===== config.mk =====
export PLATFORM = sky130hd
export DESIGN_NAME = result_monitor
export DESIGN_NICKNAME = d
export VERILOG_FILES = /design/src/rtl/tb_pkg.sv /design/src/rtl/result_monitor_exp_pipe.sv /design/src/rtl/result_monitor.sv
export SDC_FILE = /design/constraint.sdc
export NUM_CORES = 1
export LEC_CHECK = 0
export ABC_AREA = 1
export CORE_MARGIN = 3
export CORE_UTILIZATION = 52
export CTS_CLUSTER_SIZE = 24
export DETAILED_ROUTE_END_ITERATION = 10
export GPL_TIMING_DRIVEN = 0
export PLACE_DENSITY = 0.79
export SLEW_MARGIN = 40
export SYNTH_ARGS = -nofsm -noshare
export SYNTH_HDL_FRONTEND = slang
export SYNTH_HIERARCHICAL = 1
export SYNTH_SLANG_ARGS = --single-unit

===== constraint.sdc =====
create_clock -name clk_dut -period 19.8 [get_ports clk_dut]
set_input_delay 3.96 -clock clk_dut [delete_from_list [all_inputs] [get_ports clk_dut]]
set_output_delay 3.96 -clock clk_dut [all_outputs]
set_load 0.005 [all_outputs]

===== src/rtl/tb_pkg.sv =====
// Shared definitions for the result monitor: operation codes, FSM state
// encoding, the "latency not yet measured" sentinel, the counter saturation
// value and the reference-operation helper.
package tb_pkg;

  typedef enum logic [1:0] {
    OP_ADD = 2'd0,
    OP_SUB = 2'd1,
    OP_MUL = 2'd2
  } op_e;

  typedef enum logic [1:0] {
    ST_IDLE  = 2'd0,
    ST_FILL  = 2'd1,
    ST_CHECK = 2'd2,
    ST_DONE  = 2'd3
  } mon_state_e;

  localparam logic [31:0] DELAY_UNMEASURED = 32'h0000_FFFF;
  localparam logic [31:0] SAT_MAX          = 32'hFFFF_FFFF;

  // Reference result; only 32-bit operands are supported.
  function automatic logic [31:0] calc_exp(input int op, input logic [31:0] a,
                                           input logic [31:0] b);
    logic [31:0] r;
    case (op)
      1:       r = a - b;
      2:       r = a * b;
      default: r = a + b;
    endcase
    return r;
  endfunction

endpackage


===== src/rtl/result_monitor_exp_pipe.sv =====
// exp_pipe: DEPTH-entry shift pipeline of expected results with per-stage
// valid bits. Stage k holds the value shifted in k+1 cycles earlier.
// Ports:
//   clk_dut, reset     clock, async active-high reset (clears valid bits)
//   i_data, i_valid    value shifted into stage 0 every cycle
//   i_tap_sel          stage index to observe
//   o_tap_data/valid   contents of the selected stage
module exp_pipe #(
  parameter int WIDTH = 32,
  parameter int DEPTH = 16,
  localparam int SW = $clog2(DEPTH)
) (
  input  logic             clk_dut,
  input  logic             reset,
  input  logic [WIDTH-1:0] i_data,
  input  logic             i_valid,
  input  logic [SW-1:0]    i_tap_sel,
  output logic [WIDTH-1:0] o_tap_data,
  output logic             o_tap_valid
);

  logic [DEPTH-1:0][WIDTH-1:0] data_q, data_d;
  logic [DEPTH-1:0]            vld_q, vld_d;

  always_comb begin
    data_d = {data_q[DEPTH-2:0], i_data};
    vld_d  = {vld_q[DEPTH-2:0], i_valid};
  end

  always_ff @(posedge clk_dut or posedge reset) begin
    if (reset) begin
      data_q <= '0;
      vld_q  <= '0;
    end else begin
      data_q <= data_d;
      vld_q  <= vld_d;
    end
  end

  assign o_tap_data  = data_q[i_tap_sel];
  assign o_tap_valid = vld_q[i_tap_sel];

endmodule


===== src/rtl/result_monitor.sv =====
// result_monitor: checks a DUT's outputs against a reference operation
// delayed by the DUT's measured latency.
// Ports:
//   clk_dut, reset          clock, async active-high reset
//   i_a, i_b                operands as driven to the DUT this cycle
//   i_dut_out               DUT result
//   i_dut_delay             measured DUT latency (32'hFFFF = unmeasured)
//   o_state                 FSM state (IDLE/FILL/CHECK/DONE)
//   o_done, o_pass          run complete / complete with zero errors
//   o_check_count           comparisons performed (saturating)
//   o_err_count             mismatches (saturating; all-ones = bad latency)
//   o_first_exp/o_first_got values captured at the first mismatch
module result_monitor
  import tb_pkg::*;
#(
  parameter int WIDTH      = 32,
  parameter int OP         = 0,
  parameter int DEPTH      = 16,
  parameter int NUM_CHECKS = 1024,
  localparam int SW = $clog2(DEPTH)
) (
  input  logic             clk_dut,
  input  logic             reset,
  input  logic [WIDTH-1:0] i_a,
  input  logic [WIDTH-1:0] i_b,
  input  logic [WIDTH-1:0] i_dut_out,
  input  logic [31:0]      i_dut_delay,
  output logic [1:0]       o_state,
  output logic             o_done,
  output logic             o_pass,
  output logic [31:0]      o_check_count,
  output logic [31:0]      o_err_count,
  output logic [WIDTH-1:0] o_first_exp,
  output logic [WIDTH-1:0] o_first_got
);

  mon_state_e       state_q, state_d;
  logic [SW-1:0]    lat_q, lat_d;
  logic [SW-1:0]    fill_q, fill_d;
  logic [31:0]      chk_q, chk_d;
  logic [31:0]      err_q, err_d;
  logic [WIDTH-1:0] fexp_q, fexp_d;
  logic [WIDTH-1:0] fgot_q, fgot_d;

  logic [WIDTH-1:0] exp_now;
  logic [WIDTH-1:0] tap_data;
  logic             tap_vld;

  assign exp_now = WIDTH'(calc_exp(OP, 32'(i_a), 32'(i_b)));

  // Latency L lines up with stage L-1; in IDLE the tap is unused.
  exp_pipe #(.WIDTH(WIDTH), .DEPTH(DEPTH)) u_pipe (
    .clk_dut    (clk_dut),
    .reset      (reset),
    .i_data     (exp_now),
    .i_valid    (1'b1),
    .i_tap_sel  (lat_q - SW'(1)),
    .o_tap_data (tap_data),
    .o_tap_valid(tap_vld)
  );

  always_comb begin
    state_d = state_q;
    lat_d   = lat_q;
    fill_d  = fill_q;
    chk_d   = chk_q;
    err_d   = err_q;
    fexp_d  = fexp_q;
    fgot_d  = fgot_q;
    case (state_q)
      ST_IDLE: begin
        if (i_dut_delay != DELAY_UNMEASURED) begin
          lat_d = i_dut_delay[SW-1:0];
          if (i_dut_delay == '0 || i_dut_delay >= 32'(DEPTH)) begin
            state_d = ST_DONE;
            err_d   = SAT_MAX;
          end else begin
            state_d = ST_FILL;
            fill_d  = i_dut_delay[SW-1:0];
          end
        end
      end
      ST_FILL: begin
        if (fill_q == SW'(1)) state_d = ST_CHECK;
        else                  fill_d  = fill_q - SW'(1);
      end
      ST_CHECK: begin
        if (tap_vld) begin
          if (chk_q != SAT_MAX) chk_d = chk_q + 32'd1;
          if (i_dut_out != tap_data) begin
            if (err_q != SAT_MAX) err_d = err_q + 32'd1;
            if (err_q == '0) begin
              fexp_d = tap_data;
              fgot_d = i_dut_out;
            end
          end
          if (chk_d == 32'(NUM_CHECKS)) state_d = ST_DONE;
        end
      end
      default: ;
    endcase
  end

  always_ff @(posedge clk_dut or posedge reset) begin
    if (reset) begin
      state_q <= ST_IDLE;
      lat_q   <= '0;
      fill_q  <= '0;
      chk_q   <= '0;
      err_q   <= '0;
      fexp_q  <= '0;
      fgot_q  <= '0;
    end else begin
      state_q <= state_d;
      lat_q   <= lat_d;
      fill_q  <= fill_d;
      chk_q   <= chk_d;
      err_q   <= err_d;
      fexp_q  <= fexp_d;
      fgot_q  <= fgot_d;
    end
  end

  assign o_state       = state_q;
  assign o_done        = (state_q == ST_DONE);
  assign o_pass        = (state_q == ST_DONE) && (err_q == '0);
  assign o_check_count = chk_q;
  assign o_err_count   = err_q;
  assign o_first_exp   = fexp_q;
  assign o_first_got   = fgot_q;

endmodule


[Yosys cells after proc, flatten, opt, wreduce, memory -nomap -nowiden]
Index checks and enable logic that the tools add are counted.
Storage, ports and cells
  input port bits: 130
  memory bits (read-only): 0
  register bits: 666
  latch bits: 0
  RAM bits: 0
  logic and storage cells: 86
  memories kept: 0
Cells by class
  multiply operators: 0
  bitwise gates (word level): 0
  equal/unequal tests: 18
  shifts and indexed selects: 0
  $add $sub $neg: 5
  $lt $le $gt $ge: 2
  divide/modulo/power cells: 0
  reduce and logical (&&, ||, !) cells: 14
  muxes and demuxes: 23
Operator list (number)
  two-way mux 32 bit: 9
  binary-select mux 32 bit (select 4 bit): 1
  adder 32 x 1 -> 32 bit (second input constant): 2
  logical NOT 32 bit: 2
  != test 32 bit (second input constant): 2
  case mux 32 bit (2 select lines): 1
  adder 32 bit: 1
  == test 32 x 11 -> 1 bit (second input constant): 1
  >= comparator 32 x 5 -> 1 bit (second input constant): 1
  != test 32 x 16 -> 1 bit (second input constant): 1
  != test 32 bit: 1
  != test 2 bit (second input constant): 9
  two-way mux 4 bit: 3
  two-way mux 2 bit: 5
  case mux 4 bit (2 select lines): 1
  AND reduction 4 bit: 2
  subtractor 4 x 1 -> 4 bit (second input constant): 2
  case mux 2 bit (3 select lines): 1
  AND reduction 6 bit: 1
  < comparator 4 x 5 -> 1 bit (second input constant): 1
  AND reduction 5 bit: 1
  binary-select mux 1 bit (select 4 bit): 1
  == test 2 bit (second input constant): 2
  == test 4 x 1 -> 1 bit (second input constant): 1
  8 further kinds: 10

[Longest topological paths before layout]
Gate-level depths: netlist of the first run.
  word-level depth: 9
  depth in mapped cells: 22
  depth with buffers taken out: 18

[Hierarchy]
Netlist of the first run, hierarchy kept.
Modules (own cells, without submodules)
  exp_pipe: cells an instance 2126, instances 1, area each 19835.3 um2
  result_monitor: cells an instance 1501, instances 1, area each 10146.0 um2

[Least setup slack after synthesis of the first run]
No wires, ideal clock.
  path type: input-to-reg
  start: in i_a[0]
  end: reg u_pipe.data_q (netlist bit u_pipe/data_d[56])
  arrival: 5.603 ns
  path slack: 14.081 ns
  required time: 19.683 ns
  stages: 13
  setup time: 0.117 ns
  path buffers: 0
  cells stage by stage: ha_1 -> inv_1 -> fa_1 -> o21ai_1 -> a21oi_1 -> o21ai_0 -> a21oi_1 -> inv_1 -> nand2_1 -> nand2_1 -> nand2_1 -> nand3_1 -> nand2_1
Between the ends
  cells in the longest elaborated chain, start to end: 1
Ends and longest elaborated chain
  from (decl): line result_monitor.sv:24  | input logic [WIDTH-1:0] i_a,
  adder 32 bit: line tb_pkg.sv:29  | default: r = a + b;
  net exp_now[24]: line result_monitor.sv:45  | logic [WIDTH-1:0] exp_now;
  to (signal assigned): line result_monitor_exp_pipe.sv:35  | data_q <= data_d;
  to (decl): line result_monitor_exp_pipe.sv:22  | logic [DEPTH-1:0][WIDTH-1:0] data_q, data_d;
The timed path passes the listed nets, and every way through them passes these cells.
A chain may end at the register's enable or synchronous reset.

[Final worst setup path of the first run]
  start: reg err_q[0], in the netlist o_err_count[0]
  end: out o_pass
Between the ends
  cells in the longest elaborated chain, start to end: 2
Ends and longest elaborated chain
  from (decl): line result_monitor.sv:41  | logic [31:0] err_q, err_d;
  from (signal assigned): line result_monitor.sv:118  | err_q <= err_d;
  logical NOT 32 bit: line result_monitor.sv:126  | assign o_pass = (state_q == ST_DONE) && (err_q == '0);
  logical AND 1 bit: line result_monitor.sv:126
  to (decl): line result_monitor.sv:30  | output logic o_pass,
No other way between the ends.

==> summary.md, run 1 <==
| Metric | Value |
|---|---|
| Status | completed |
| Vias/cell | 5.32 |
| Crit Path Class | reg -> out |
| Core ar. | 0.0567 mm^2 |
| Final Slew Violations | 0 |
| CP Cell Sequence | inv_1, ha_1, inv_1, nor3_1, nand4_1, or2_1, nor2_1, clkdlybuf4s50_1 |
| Site Rows | 87 |
| Clk Latency, worst-skew pair | 590 ps |
| Sequential area share after synthesis | 0.556 |
| Final Critical Period | 6580 ps |
| Skew final | 15.1 ps |
| Crit-path max FO | 5 |
| Clock buffer depth | 3 |
| Final setup fails | 0 |
| Placed cell areas | 0.0338 mm^2 |
| # port buffers | 261 |
| DR WL/cell | 18.3 um |
| Most area-hungry cell type in the Yosys netlist | dfrtp_1 |
| Buffers & Inverters on Critical Path | 3 |
| Compound-cell area share of the yosys netlist | 0.0270 |
| P_leak | 0.0186 uW |
| Post-synthesis mux area share | 0 |
| Post-Synthesis Cells | 3,627 |
| Highest clock rate | 0.152 GHz |
| Worst IR Drop VDD | 0.206 mV |
| Fillers | 4,610 |
| Reg clk slew, reported paths | 60 ps |
| Average instance area after synthesis | 8.27 um^2 |
| Fin cells | 4,767 |
| Part of the cycle the worst path needs | 0.332 |
| Yosys warnings | 6 |
| Starting Density | 0.529 |
| Die Width | 246 um |
| CTS tree | built |
| Most used DFF post-synth | dfrtp_1 |
| Area contributors post-synth | dfrtp_1, nand2_1, nand3_1 |
| First-pass GRT wire length | 137,000 um |
| Cts bufs inserted | 69 |
| DR iter-0 viols | 2,636 |
| Dpl hpwl | 62,700 um |
| Vias in the first global route | 24,600 |
| I/O pins | 262 |
| Main combinational cell family by area after synthesis | simple AND/OR/NAND/NOR gates |
| Worst EP arrival | 2620 ps |
| XOR/XNOR Fraction of Synth Area | 0.0187 |
| Post-Route WL | 87,200 um |
| Final Hold Vio Count | 0 |
| Drc violations | 0 |
| Slowest CP cell | clkdlybuf4s50_1 |
| Post-synthesis adder-cell area fraction | 0.0186 |
| Final ANT Viol Nets | 0 |
| Critical path required time | 15,840 ps |
| Drt first pass iters | 6 |
| Post-synthesis simple-gate area fraction | 0.287 |
| CTS root buf | clkbuf_16 |
| Grt total ovfl | 0 |
| Post-synth EDFFs | 0 |
| GPL Wtd Cong | 0.976 |
| Post-synth top cells | nand2_1, dfrtp_1, nand3_1 |
| CP Capture Type | primary output |
| Startpoint types | flip-flop |
| Most common cell in the synthesized netlist | nand2_1 |
| Ys async rst share | 1.00 |
| Mapped cell area | 0.0300 mm^2 |
| Power Dens Cells | 128 mW/mm^2 |
| Area Growth Syn to Fin | 19.9% |
| # clock sinks | 666 |
| Total design power | 4590 uW |
| Worst Hold Class | reg -> reg |
| Inst Count DP | 4,652 |
| Final Net Count | 4,142 |
| Net Count, Synth | 3,801 |
| Synthesized flop and latch total | 666 |
| Worst slew margin | 0.423 |
| Die area | 0.0606 mm^2 |
| Share of cells above drive strength 1 | 0.0643 |
| H-tree Lvls | 3 |
| Chip height | 246 um |
| CP most frequent cell | inv_1 |
| RSZ-0062 raised after global routing | no |
| Worst slew pin tran | 866 ps |
| Initial antenna violation count | 1 |
| Final instance area | 0.0360 mm^2 |
| Via Count | 25,300 |
| Total GRT Usage | 0.291 |
| # hold bufs at CTS | 0 |
| Largest net degree at the start of global routing | 84 |
| CP peak stage delay | 510 ps |
| # resized after CTS | 0 |
| Max Cap Viol | 0 |
| Post-synth top area share | 0.556 |
| ANT cells | 0 |
| Netlist cell types | 47 |
| Setup Fix Bufs, Post-CTS | 0 |
| Top delay family on crit path | buffers and inverters |
[stage by stage]
step	setup TNS [ps]	setup slack [ps]	util	hold slack, ps
after CTS	0	13200	0.634	363
final	0	13220	0.634	363
after detailed placement	0	13010	0.596	358
after global placement	-2289270	-4390	0.591	354
after floorplan	0	1090	-	354
after global routing	0	13090	0.634	370
[report_power, final]
group          leakage, uW  internal [uW]  total (uW)  switching [uW]
clock              0.00106            734        1260             521
sequential         0.00789           1620        1810             188
combinational      0.00968            539        1530             987
total               0.0186           2890        4590            1700
[layout make-up]
| class | count | area (um^2) | share of cell area |
|---|---|---|---|
| sequential | 666 | 16700 | 0.464 |
| clock inverter | 16 | 146 | 0.00407 |
| multi-input combinational | 2260 | 10500 | 0.293 |
| tap | 756 | 946 | 0.0263 |
| inverter | 553 | 2090 | 0.0582 |
| buffer | 148 | 717 | 0.0199 |
| timing repair buffer | 270 | 2840 | 0.0790 |
| clock buffer | 98 | 2020 | 0.0562 |
[layer usage]
| layer | wire length, um | track usage |
|---|---|---|
| met4 | 3340 | 0.107 |
| met5 | 10 | 0 |
| met3 | 7510 | 0.0642 |
| met1 | 35500 | 0.392 |
| met2 | 40800 | 0.464 |
[final timing paths]
| kind | endpoint | cells past startpoint | start | slack [ps] |
|---|---|---|---|---|
| setup / recovery | o_pass | 8 | o_err_count[0] | 13220 |
| hold / removal | u_pipe/data_d[272] | 0 | u_pipe/data_d[240] | 360 |
| setup reg to reg | o_first_got[26] | 18 | lat_q[0] | 14910 |
| hold reg to reg | u_pipe/data_d[272] | 0 | u_pipe/data_d[240] | 360 |
| max in group asynchronous | u_pipe/data_d[356] | 5 | reset | 14510 |
| min in group asynchronous | o_check_count[17] | 2 | reset | 3950 |
[worst register-to-register path: stages (launching register included)]
cell and delay, ps:
dfrtp_1 360, inv_1 120, ha_1 230, xor2_1 210
inv_1 130, clkbuf_1 590, buf_2 380, nand3_1 160
nand3_1 220, nand2_1 270, xnor2_1 360, nand4_1 230
nor2_1 160, nand4_1 400, nand2_2 300, buf_2 280
buf_2 280, nand2_1 90, nand2_1 70
[logic make-up (layout without fill, tap and decap cells)]
| group | Yosys count | in the layout |
|---|---|---|
| AO/OA/AOI/OAI | 148 | 148 |
| buffers and inverters | 701 | 1085 |
| AND/OR/NAND/NOR | 2003 | 2003 |
| flip-flops | 666 | 666 |
| adder cells (fa/ha/maj) | 44 | 44 |
| other | 1 | 1 |
| XOR/XNOR | 64 | 64 |
[cells in the final DEF, fill, tap and decap left out, types with 13 or more instances in the layout]
master	count
a21oi_1	34
buf_4	13
nor2_1	133
clkdlybuf4s50_1	261
clkbuf_1	48
a31oi_1	20
dfrtp_1	666
clkbuf_16	73
nand2_1	1184
or2_2	15
xnor2_1	36
o21ai_0	69
nand4_1	33
nor3_1	23
ha_1	43
inv_1	544
nor4_1	23
buf_2	86
buf_1	15
nand3_1	551
xor2_1	28
[registers in the layout (all words and copies together), names as in the netlist]
register       flops
o_check_count     32
u_pipe/vld_q      16
o_err_count       32
u_pipe/data_q     32
o_first_exp       32
fill_q             4
o_first_got       32
lat_q              4
o_state            2
u_pipe/data_d    480
(Power assumes the default switching activity.)
==> inputs of run 2 (changes only) <==
--- a/config.mk
+++ b/config.mk
@@ -7,11 +7,11 @@
 export LEC_CHECK = 0
 export ABC_AREA = 1
 export CORE_MARGIN = 3
-export CORE_UTILIZATION = 52
+export CORE_UTILIZATION = 58
 export CTS_CLUSTER_SIZE = 24
 export DETAILED_ROUTE_END_ITERATION = 10
 export GPL_TIMING_DRIVEN = 0
-export PLACE_DENSITY = 0.79
+export PLACE_DENSITY = 0.83
 export SLEW_MARGIN = 40
 export SYNTH_ARGS = -nofsm -noshare
 export SYNTH_HDL_FRONTEND = slang
==> constraint.sdc (replaced) <==
create_clock -name clk_dut -period 6.6 [get_ports clk_dut]
set_input_delay 1.32 -clock clk_dut [delete_from_list [all_inputs] [get_ports clk_dut]]
set_output_delay 1.32 -clock clk_dut [all_outputs]
set_load 0.005 [all_outputs]
==> run 2 against run 1 <==
Compared with the run above: global-route usage is 4.8 points higher; final area is 1.1% higher; sequential share of layout area is 0.53 points lower; die area is 10% lower; via count is 3.7% higher; first-iteration DRC count is 7.4% higher; routed wire length is 5.3% higher; worst setup slack worse by 12000 ps; utilization is 8.5 points higher; critical path depth is 10 higher; clock skew is 15 ps higher; largest cell class unchanged.
==> summary.md, run 2 (same netlist as run 1, synthesis figures left out) <==
| Metric | Value |
|---|---|
| Total GRT Usage | 0.338 |
| Worst r2r dst | o_first_got[28] |
| H-tree Lvls | 3 |
| Site Rows | 82 |
| Max Cap Viol | 0 |
| Crit-path max FO | 10 |
| Drc violations | 0 |
| CP Capture Type | flip-flop |
| First-pass GRT wire length | 142,000 um |
| # resized after CTS | 0 |
| Die Width | 233 um |
| Skew final | 29.8 ps |
| Initial antenna violation count | 4 |
| Status | completed |
| CP most frequent cell | nand2_1 |
| Critical path required time | 7150 ps |
| Clock power share | 0.284 |
| Worst R2R Start | lat_q[0] |
| Setup Fix Bufs, Post-CTS | 0 |
| Worst Setup SP | lat_q[0] |
| NetSw | 5130 uW |
| Commonest non-fill, non-tap cell in the layout | nand2_1 |
| Grt total ovfl | 0 |
| Worst slew margin | 0.399 |
| Startpoint types | flip-flop |
| R2r setup slk | 1380 ps |
| Cts bufs inserted | 68 |
| Final Critical Period | 5220 ps |
| CP peak stage delay | 500 ps |
| Switching Fraction | 0.368 |
| Clk Latency, worst-skew pair | 620 ps |
| Fraction of power consumed by sequential logic | 0.391 |
| # hold bufs at CTS | 0 |
| Top delay family on crit path | simple AND/OR/NAND/NOR gates |
| Share of cells above drive strength 1 | 0.0708 |
| Highest clock rate | 0.192 GHz |
| Comb power frac | 0.326 |
| CTS root buf | clkbuf_16 |
| Via Count | 26,300 |
| Starting Density | 0.593 |
| Slowest CP cell | nor4_1 |
| Worst IR Drop VDD | 0.499 mV |
| Worst EP arrival | 5770 ps |
| Hold EP | u_pipe/data_d[180] |
| Drt first pass iters | 7 |
| Reg clk slew, reported paths | 70 ps |
| Buffers & Inverters on Critical Path | 6 |
| Hold_sp | u_pipe/data_d[148] |
| Area Growth Syn to Fin | 21.3% |
| Worst r2r path cells | 18 |
| Vias/cell | 5.58 |
| Worst Hold Path Cells | 0 |
| Core ar. | 0.0506 mm^2 |
| DR WL/cell | 19.5 um |
| Commonest cells after routing, fill and taps aside | nand2_1, dfrtp_1, nand3_1 |
| Worst Hold Class | reg -> reg |
| # clock sinks | 666 |
| Worst slew pin tran | 902 ps |
| Final Slew Violations | 0 |
| P_leak | 0.0189 uW |
| Largest net degree at the start of global routing | 71 |
| Part of the cycle the worst path needs | 0.791 |
| Crit Path Class | reg -> reg |
| I/O pins | 262 |
| Inst Count DP | 4,586 |
| Vias in the first global route | 26,200 |
| RSZ-0062 raised after global routing | no |
| Die area | 0.0545 mm^2 |
| Chip height | 233 um |
| Dpl hpwl | 64,000 um |
| GPL Wtd Cong | 0.949 |
| DR iter-0 viols | 2,830 |
| Fin cells | 4,712 |
| # port buffers | 261 |
| CTS tree | built |
| Power Dens Cells | 384 mW/mm^2 |
| Max reg flops | 480 |
| Final Net Count | 4,158 |
| Setup_tns | 0 ps |
| Final setup fails | 0 |
| Post-Route WL | 91,800 um |
| Final Hold Vio Count | 0 |
| Final ANT Viol Nets | 0 |
| CP Cell Sequence | inv_1, ha_1, xor2_1, buf_2, buf_1, buf_4, nand3_1, nand3_1, nand2_1, nand2_1, nand4_1, nor4_1, nand4_1, nand2_2, buf_2, buf_2, nand2_1, nand2_1 |
| Cell-internal power | 8820 uW |
| Clock buffer depth | 3 |
run 2: layout make-up:
class,count,area (um^2)
clock buffers,98,2010
plain buffers,148,717
diodes,3,7.51
repair buffers,287,3230
flip-flops and latches,666,16700
clock inverters,25,289
fillers,3603,14200
multi-input cells,2260,10500
inverters,553,2090
well taps,672,841
run 2: how the worst max path moves through the flow:
stage,depth (start not counted),end,slack (ps)
4_1_cts,18,o_first_got[28],1540
5_1_grt,18,o_first_got[30],1210
6_report,18,o_first_got[28],1380
3_3_place_gp,2,u_pipe/data_d[452],-4840
3_5_place_dp,18,o_first_got[28],1540
2_1_floorplan,1,u_pipe/data_d[100],-1900
run 2: worst register-to-register path: stages, from the launching register on:
cell and delay [ps]:
dfrtp_1 410, inv_1 190, ha_1 200, xor2_1 420, buf_2 360, buf_1 460, buf_4 290, nand3_1 100
nand3_1 200, nand2_1 230, nand2_1 120, nand4_1 130, nor4_1 500, nand4_1 430, nand2_2 300, buf_2 340
buf_2 300, nand2_1 100, nand2_1 80
run 2: routing by layer:
layer	part of all wire	track usage	wire length [um]	vias to the layer above
met5	0.00014	0	13	-
met4	0.064	0.201	5920	2
met3	0.095	0.0872	8690	378
met2	0.47	0.533	43000	1400
met1	0.37	0.423	34200	12500
li1	-	-	-	12000
run 2: stage by stage:
step	util	worst slack, ps	total power [uW]	instance area (um^2)	hold slack (ps)
global placement	0.661	-4840	9660	33400	354
detailed placement	0.673	1540	9830	34100	358
CTS	0.719	1540	13800	36400	364
finish	0.719	1380	14000	36400	366
floorplan	-	-1900	8360	30000	354
global route	0.719	1210	14700	36400	372
run 2: power by group through the flow:
stage	Combinational, uW	Sequential (uW)	Clock, uW
finish	4550	5450	3960
global route	5070	5520	4160
CTS	4430	5430	3990
detailed placement	4360	5480	0
global placement	4230	5430	0
floorplan	3050	5310	0
